[src/rtl/modbus_rx_framer_pkg.sv]
// rtl/modbus_rx_framer_pkg.sv - shared state, error codes and frame constants for the Modbus RTU receive framer
package modbus_rx_framer_pkg;

    typedef enum logic [1:0] {
        WAIT_SIL = 2'd0,
        IDLE     = 2'd1,
        RECV     = 2'd2,
        CHECK    = 2'd3
    } state_t;

    typedef enum logic [1:0] {
        ERR_OK       = 2'd0,
        ERR_CRC      = 2'd1,
        ERR_SHORT    = 2'd2,
        ERR_OVERFLOW = 2'd3
    } frame_err_t;

    // Address (1) + function (1) + CRC (2) is the smallest legal RTU frame
    localparam logic [8:0] MIN_FRAME_LEN  = 9'd4;
    localparam logic [7:0] BROADCAST_ADDR = 8'h00;

    // Overflow outranks a short frame, which outranks a bad CRC residue
    function automatic frame_err_t frame_err_code(
        input logic        ovf,
        input logic [8:0]  len,
        input logic [15:0] residue
    );
        if (ovf)
            return ERR_OVERFLOW;
        if (len < MIN_FRAME_LEN)
            return ERR_SHORT;
        if (residue != 16'h0000)
            return ERR_CRC;
        return ERR_OK;
    endfunction

endpackage

[src/rtl/modbus_rx_framer_t35_timer.sv]
// rtl/modbus_rx_framer_t35_timer.sv - line-silence timer that flags t3.5 since the last received byte
module t35_timer #(
    parameter int T35_CYCLES = 200000
) (
    input  logic clk,
    input  logic rst,
    input  logic restart,
    input  logic enable,
    output logic timeout
);

    localparam int W = (T35_CYCLES > 1) ? $clog2(T35_CYCLES) : 1;
    localparam logic [W-1:0] TERM = W'(T35_CYCLES - 1);

    logic [W-1:0] cnt;

    // Count cycles since the last byte, holding at terminal count
    always_ff @(posedge clk or negedge rst) begin
        if (!rst)
            cnt <= '0;
        else if (restart)
            cnt <= '0;
        else if (enable && !timeout)
            cnt <= cnt + 1'b1;
    end

    assign timeout = (cnt == TERM);

endmodule

[src/rtl/modbus_rx_framer.sv]
// rtl/modbus_rx_framer.sv - delimits RTU frames by silence, stores bytes, drives crc16 and reports frame status
module modbus_rx_framer
    import modbus_rx_framer_pkg::*;
#(
    parameter int T35_CYCLES = 200000,
    parameter int MAX_LEN    = 256
) (
    input  logic        clk,
    input  logic        rst,
    input  logic [7:0]  rx_data,
    input  logic        rx_valid,
    input  logic [7:0]  dev_addr,
    output logic        crc_en,
    output logic        crc_clr,
    output logic [7:0]  crc_data,
    input  logic [15:0] crc_in,
    output logic        ram_we,
    output logic [7:0]  ram_addr,
    output logic [7:0]  ram_wdata,
    output logic        frame_done,
    output logic        frame_ok,
    output logic [1:0]  frame_err,
    output logic [8:0]  frame_len
);

    localparam logic [9:0] MAX_LEN_W = 10'(MAX_LEN);

    state_t     state, state_d;
    logic       timeout;
    logic       skid_vld, skid_take, accept, entering_check, addr_match;
    logic [7:0] skid_data, acc_byte, addr_byte;
    logic [8:0] count;
    logic       ovf;
    frame_err_t err_code;

    t35_timer #(.T35_CYCLES(T35_CYCLES)) u_timer (
        .clk     (clk),
        .rst     (rst),
        .restart (rx_valid),
        .enable  (1'b1),
        .timeout (timeout)
    );

    assign addr_match = (addr_byte == dev_addr) || (addr_byte == BROADCAST_ADDR);
    assign err_code   = frame_err_code(ovf, count, crc_in);

    // State register
    always_ff @(posedge clk or negedge rst) begin
        if (!rst)
            state <= WAIT_SIL;
        else
            state <= state_d;
    end

    // Next state and byte acceptance; a byte on the terminal-count cycle keeps the frame open
    always_comb begin
        state_d        = state;
        skid_take      = (state == IDLE) && skid_vld;
        accept         = skid_take || (rx_valid && ((state == IDLE) || (state == RECV)));
        acc_byte       = skid_take ? skid_data : rx_data;
        entering_check = 1'b0;
        case (state)
            WAIT_SIL: if (!rx_valid && timeout) state_d = IDLE;
            IDLE:     if (accept) state_d = RECV;
            RECV: begin
                if (!rx_valid && timeout) begin
                    state_d        = CHECK;
                    entering_check = 1'b1;
                end
            end
            CHECK:    state_d = IDLE;
            default:  state_d = WAIT_SIL;
        endcase
    end

    // Datapath: CRC feed, RAM writes, byte count, skid byte and frame report (all registered)
    always_ff @(posedge clk or negedge rst) begin
        if (!rst) begin
            crc_en     <= 1'b0;
            crc_clr    <= 1'b0;
            crc_data   <= '0;
            ram_we     <= 1'b0;
            ram_addr   <= '0;
            ram_wdata  <= '0;
            frame_done <= 1'b0;
            frame_ok   <= 1'b0;
            frame_err  <= '0;
            frame_len  <= '0;
            count      <= '0;
            addr_byte  <= '0;
            ovf        <= 1'b0;
            skid_vld   <= 1'b0;
            skid_data  <= '0;
        end else begin
            // crc_clr is high only during CHECK, where no byte can be accepted
            crc_en     <= accept;
            crc_clr    <= entering_check;
            ram_we     <= 1'b0;
            frame_done <= 1'b0;
            if (accept)
                crc_data <= acc_byte;

            if ((state == CHECK) && rx_valid) begin
                skid_vld  <= 1'b1;
                skid_data <= rx_data;
            end else if (skid_take) begin
                skid_vld  <= 1'b0;
            end

            if (accept && (state == IDLE)) begin
                count     <= 9'd1;
                addr_byte <= acc_byte;
                ovf       <= 1'b0;
                ram_we    <= 1'b1;
                ram_addr  <= '0;
                ram_wdata <= acc_byte;
            end else if (accept) begin
                if ({1'b0, count} < MAX_LEN_W) begin
                    ram_we    <= 1'b1;
                    ram_addr  <= count[7:0];
                    ram_wdata <= acc_byte;
                end else begin
                    ovf <= 1'b1;
                end
                if (count != 9'h1FF)
                    count <= count + 9'd1;
            end

            // The crc16 residue has been stable for t3.5 when the frame closes
            if (entering_check && addr_match) begin
                frame_done <= 1'b1;
                frame_len  <= count;
                frame_err  <= err_code;
                frame_ok   <= (err_code == ERR_OK);
            end
        end
    end

endmodule

[config.mk]
export PLATFORM = sky130hd
export DESIGN_NAME = modbus_rx_framer
export DESIGN_NICKNAME = d
export VERILOG_FILES = /design/src/rtl/modbus_rx_framer_pkg.sv /design/src/rtl/modbus_rx_framer_t35_timer.sv /design/src/rtl/modbus_rx_framer.sv
export SDC_FILE = /design/constraint.sdc
export NUM_CORES = 1
export LEC_CHECK = 0
export BUFFER_PORTS_ARGS = -buffer_cell sky130_fd_sc_hd__buf_2
export CELL_PAD_IN_SITES_DETAIL_PLACEMENT = 0
export CELL_PAD_IN_SITES_GLOBAL_PLACEMENT = 2
export CORE_MARGIN = 4
export CORE_UTILIZATION = 38
export DETAILED_ROUTE_END_ITERATION = 6
export PLACE_DENSITY = 0.84
export SLEW_MARGIN = 40
export SYNTH_ARGS = -nofsm -noshare
export SYNTH_HDL_FRONTEND = slang
export SYNTH_SLANG_ARGS = --single-unit
[constraint.sdc]
create_clock -name clk -period 5.3 [get_ports clk]
set_clock_uncertainty 0.1 [all_clocks]
set_input_delay 0.795 -clock clk [delete_from_list [all_inputs] [get_ports clk]]
set_output_delay 0.795 -clock clk [all_outputs]
set_load 0.03 [all_outputs]
---- Word-level counts from Yosys, hierarchy flattened ----
Index checks and enable logic that the tools add are counted.
Widths: inputs -> output; s select.
word-level totals
  word-level logic and storage cells ...... 93
  flip-flop bits (word level) ............. 87
operators by class
  reduce and logical (&&, ||, !) cells .... 22
  order comparisons ....................... 2
  $add $sub $neg .......................... 2
  muxes and demuxes ....................... 39
  eq/ne operators ......................... 11
operators by type and width
  operator               count
  $mux 8                 7
  $mux 18                2
  $mux 9                 3
  $add 18x1->18 const B  1
  $eq 18x18->1 const B   1
  $mux 2                 9
  $mux 1                 17
  $reduce_bool 16->1     1
  $add 9x1->9 const B    1
  $lt 9x3->1 const B     1
  $lt 9x9->1 const B     1
  $ne 9x9->1 const B     1
  $eq 8x8->1             1
  $logic_not 8->1        1
  $ne 2x2->1 const B     4
  $pmux 2 s4             1
  $reduce_bool 2->1      4
  $logic_and 1x1->1      6
  $reduce_and 2->1       3
  $eq 2x2->1 const B     2
  $logic_not 2->1        2
  $logic_or 1x1->1       3
  $reduce_and 3->1       1
  $eq 2x1->1 const B     1
  2 further kinds        2

---- Logic depth before layout (Yosys ltp) ----
  word-level depth ........................ 9
  mapped depth ............................ 10

---- By module ----
Synthesis repeated with hierarchy kept, for this count alone.
second synthesis, totals
  cell total of the unflattened synthesis .. 367
  area, all modules ....................... 3961.3 um^2
by module, submodules not included
  module            cells an instance  sequential area each (um^2)  area an instance (um^2)  times used
  modbus_rx_framer  256                1726.7                       2947.8                   1
  t35_timer         111                450.4                        1013.5                   1

---- Worst setup path after synthesis ----
Ideal clock, no wire load.
  path kind ............................... input to register
  from .................................... in dev_addr[5]
  to ...................................... reg frame_len[0]
  data required time ...................... 5075 ps
  slack ................................... 3004 ps
  stages .................................. 6
  library setup time ...................... 125 ps
  arrival time ............................ 2070 ps
  path buffers ............................ 1
  path through ............................ xor2_1 > nor4_1 > a22oi_1 > nor3_4 > buf_6 > mux2_4
between the ends
  cells in the longest elaborated chain, start to end .. 3
ends and longest elaborated chain
  item                  RTL line                 RTL
  from (decl)           modbus_rx_framer.sv:12   input logic [7:0] dev_addr,
  $eq 8x8->1            modbus_rx_framer.sv:44   assign addr_match = (addr_byte == dev_addr) || (addr_byte == BROADCAST_ADDR);
  $logic_or 1x1->1      modbus_rx_framer.sv:44
  $logic_and 1x1->1     modbus_rx_framer.sv:130  if (entering_check && addr_match) begin
  to (signal assigned)  modbus_rx_framer.sv:132  frame_len <= count;
  to (decl)             modbus_rx_framer.sv:23   output logic [8:0] frame_len
No other way between the ends.
A chain may end at the register's enable or synchronous reset.

---- Worst setup path in the final report ----
  from .................................... reg u_timer.cnt[13]
  to ...................................... reg frame_ok
between the ends
  cells in the longest elaborated chain, start to end .. 5
ends and longest elaborated chain
  item                    RTL line                          RTL
  from (decl)             modbus_rx_framer_t35_timer.sv:15  logic [W-1:0] cnt;
  from (signal assigned)  modbus_rx_framer_t35_timer.sv:24  cnt <= cnt + 1'b1;
  $eq 18x18->1            modbus_rx_framer_t35_timer.sv:27  assign timeout = (cnt == TERM);
  $logic_and 1x1->1       modbus_rx_framer.sv:66            if (!rx_valid && timeout) begin
  $mux 1                  modbus_rx_framer.sv:66
  $mux 1                  modbus_rx_framer.sv:62            case (state)
  $logic_and 1x1->1       modbus_rx_framer.sv:130
  to (signal assigned)    modbus_rx_framer.sv:134           frame_ok <= (err_code == ERR_OK);
  to (decl)               modbus_rx_framer.sv:21            output logic frame_ok,
No other way between the ends.

==> results.md <==
* Number of global-route vias before repair at 2980
* RSZ-0062 raised after global routing: no
* Gates resized, CTS repair at 0
* GRT Resource Usage Total at 15.2%
* Clk pwr share at 20.5%
* Worst skew pair latency at 0.36 ns
* Startpoint Class: flop
* Post-DR vias/cell at 5.02
* Area of the mapped netlist at 0.00392 mm²
* Clk sink count at 87
* Top-Level Pins at 75
* Synth cell types at 41
* Vias post-DR at between 2000 and 3000
* Total Wirelength at between 8000 and 9000 µm
* Max_cap viols at 0
* Worst Setup End Kind: flop
* CTS H-Tree Depth at 3
* Horiz. Die Dim at around 110 µm
* Port Buffers at 74
* Clock buffer depth at 2
* Final slew viol count at 0
* Core area at 0.00991 mm²
* Detail Placement HPWL at 6130 µm
* Drt pass-1 iters at 4
* GR Layer Usage met2 at 23.9%
* Initial DRC count at 96
* Post-DRT Antenna Nets at 0
* Final cycle utilization of the critical path at between 40% and 50%
* Pleak at ~2.2 nW
* Critical path arrival at 2.67 ns
* Power density over the cells at 497 mW/mm²
* Total gr overflow at 0
* Effective utilization at floorplan at 39.6%
* ANT cells at 0
* Die area at 0.0120 mm²
* VDD IR-drop max at 0.000251 V
* Hold Path Class: input pin to async pin
* Setup violations, final at 0
* Post-Synthesis Cells at between 300 and 400
* Placer Congestion at 0.738
* Kind of critical path: flop to flop
* DRC at 0
* Synth-to-Final Area Change at 18.4%
* GRT busiest layer: met2
* Post-CTS setup buffer count at 0
* Hold Vio Cnt, Final at 0
* Syn Area/Cell at about 11 µm²
* Rows at 36
* Setup TNS at 0 ns
* Max_slew headroom at 51.3%
* Comb pwr share at between 30% and 40%
* Most common cell after layout, fill and taps aside: dfrtp_1
* Worst slew pin tran at approximately 0.73 ns
* Layout cell share with drive strength beyond 1 at about 28%
* Switch Pwr at 954 µW
* Tmin final at 2.53 ns
* Cts hold-fix bufs at 0
* Root buffer selected by CTS: clkbuf_8
* Die height at ~110 µm
* Largest net degree at the start of global routing at 56
* Reg2reg path depth at 5
* Nets@finish at 476
* Most frequent cells in the layout: dfrtp_1, buf_2, nor2_1
* Post-Place Cell Area at 0.00444 mm²
* Required @ worst endpoint at 5.45 ns
* Internal power at 1.35 mW
* First-pass GRT wire length at 14400 µm
* Seq/Total Area, Yosys at 55.5%
* Number of synthesized register bits at between 80 and 90
* Post-DR wirelength/cell at approximately 15 µm
* Sequential power share at 42.9%
* Outcome: completed
* CP Max Fanout at 12
* FILL cells at 958
* Met1 Use GR at 20.9%
* Number of CTS-inserted buffers at 9
* Design area at approximately 0.0046 mm²
* Yosys Warn Count at 0
* Max Freq at 396 MHz
* Final core area utilization at 46.9%
* Met3 Use GR at 3.29%
* CTS tree: built
* Net Sw Frac at 41.4%
* Initial antenna violation count at 0
* Synth Net Count at 400
* Worst-path clk slew at 0.09 ns
synthesized netlist by cell type (all sizes together):
cell    number  share of area, %
clkbuf       9              0.86
a31o         2              0.45
xor2        21               4.7
inv         10              0.96
ha           7               2.2
or4b         1              0.35
nand4        5              0.80
a21oi       26               3.4
a22o         3              0.67
nor4        11               2.5
o21ai       16               2.0
and2         1              0.16
mux2        20               6.6
nand2       39               3.8
o21a         1              0.19
nand3       15               1.9
nor2        45               4.3
a211oi       1              0.19
nand2b       1              0.16
mux2i        9               2.3
a21boi       1              0.19
nor2b        1              0.16
and4         3              0.67
buf          2              0.38
or3          2              0.32
nor4b        1              0.61
nand4b       1              0.22
dfrtp       87                56
a22oi        2              0.38
xnor2        7               1.6
a31oi        2              0.32
nor3         6               1.1
power by group through the flow:
| stage | combinational [mW] | clock (mW) | sequential, mW |
|---|---|---|---|
| after floorplan | 0.472 | 0 | 1.11 |
| after global placement | 0.828 | 0 | 1.00 |
| after detailed placement | 0.859 | 0 | 1.00 |
| after CTS | 0.862 | 0.487 | 0.992 |
| after global routing | 0.947 | 0.514 | 1.01 |
| final | 0.845 | 0.474 | 0.989 |
per-stage QoR:
stage          power [mW]  setup slack (ns)  std cells  hold slack, ns
6_report             2.31              2.77        572           0.273
5_1_grt              2.47              2.58        572           0.301
4_1_cts              2.34              2.73        572           0.288
3_5_place_dp         1.86              2.42        556           0.355
3_3_place_gp         1.83              2.43        556           0.353
2_1_floorplan        1.59              3.00        358           0.379
per-layer routing:
layer / share of wire [%] / vias up
met2: 45 / 73
li1: - / 1388
met1: 48 / 1399
met4: 1.3 / 0
met5: 0 / -
met3: 5.6 / 10
registers in the layout, summed over array words and instances (netlist names):
register,flops
ram_wdata,8
frame_err,2
frame_done,1
ram_addr,8
addr_byte,8
frame_ok,1
crc_data,8
ovf,1
skid_data,8
u_timer.cnt,18
crc_clr,1
state,2
frame_len,9
skid_vld,1
count,9
ram_we,1
crc_en,1
cell families after synthesis:
family	count (synthesis)	synth area share [%]
AO/OA/AOI/OAI	54	7.85
XOR/XNOR	28	6.25
adder cells (fa/ha/maj)	7	2.23
buffers and inverters	21	2.20
flip-flops	87	55.5
multiplexers	29	8.90
AND/OR/NAND/NOR	132	17.0
critical path, stage by stage, from the launching register on:
cell,delay [ns]
dfrtp_1,0.42
nand4b_1,0.24
nor4b_4,0.48
nand2_2,0.18
nor3_4,0.60
mux2_2,0.40
area by class of cell:
type                    count  area, µm²  share of cell area [%]
clock buffers               9        124                    2.67
clock inverters             7       81.3                    1.75
inverters                  10       37.5                   0.808
multi-input cells         250       1670                    35.9
flip-flops and latches     87       2180                    46.9
well taps                 133        166                    3.58
repair buffers             76        388                    8.35
worst paths after layout:
path / start / to / slack, ns
setup / recovery: u_timer.cnt[13] / frame_ok / 2.77
hold / removal: rst / frame_len[7] / 0.27
setup reg to reg: u_timer.cnt[13] / frame_ok / 2.77
hold reg to reg: ram_addr[5] / ram_addr[5] / 0.37
max in group asynchronous: rst / addr_byte[3] / 3.78
min in group clk: ram_addr[5] / ram_addr[5] / 0.37
No activity file was read; power rests on OpenSTA's default activity.
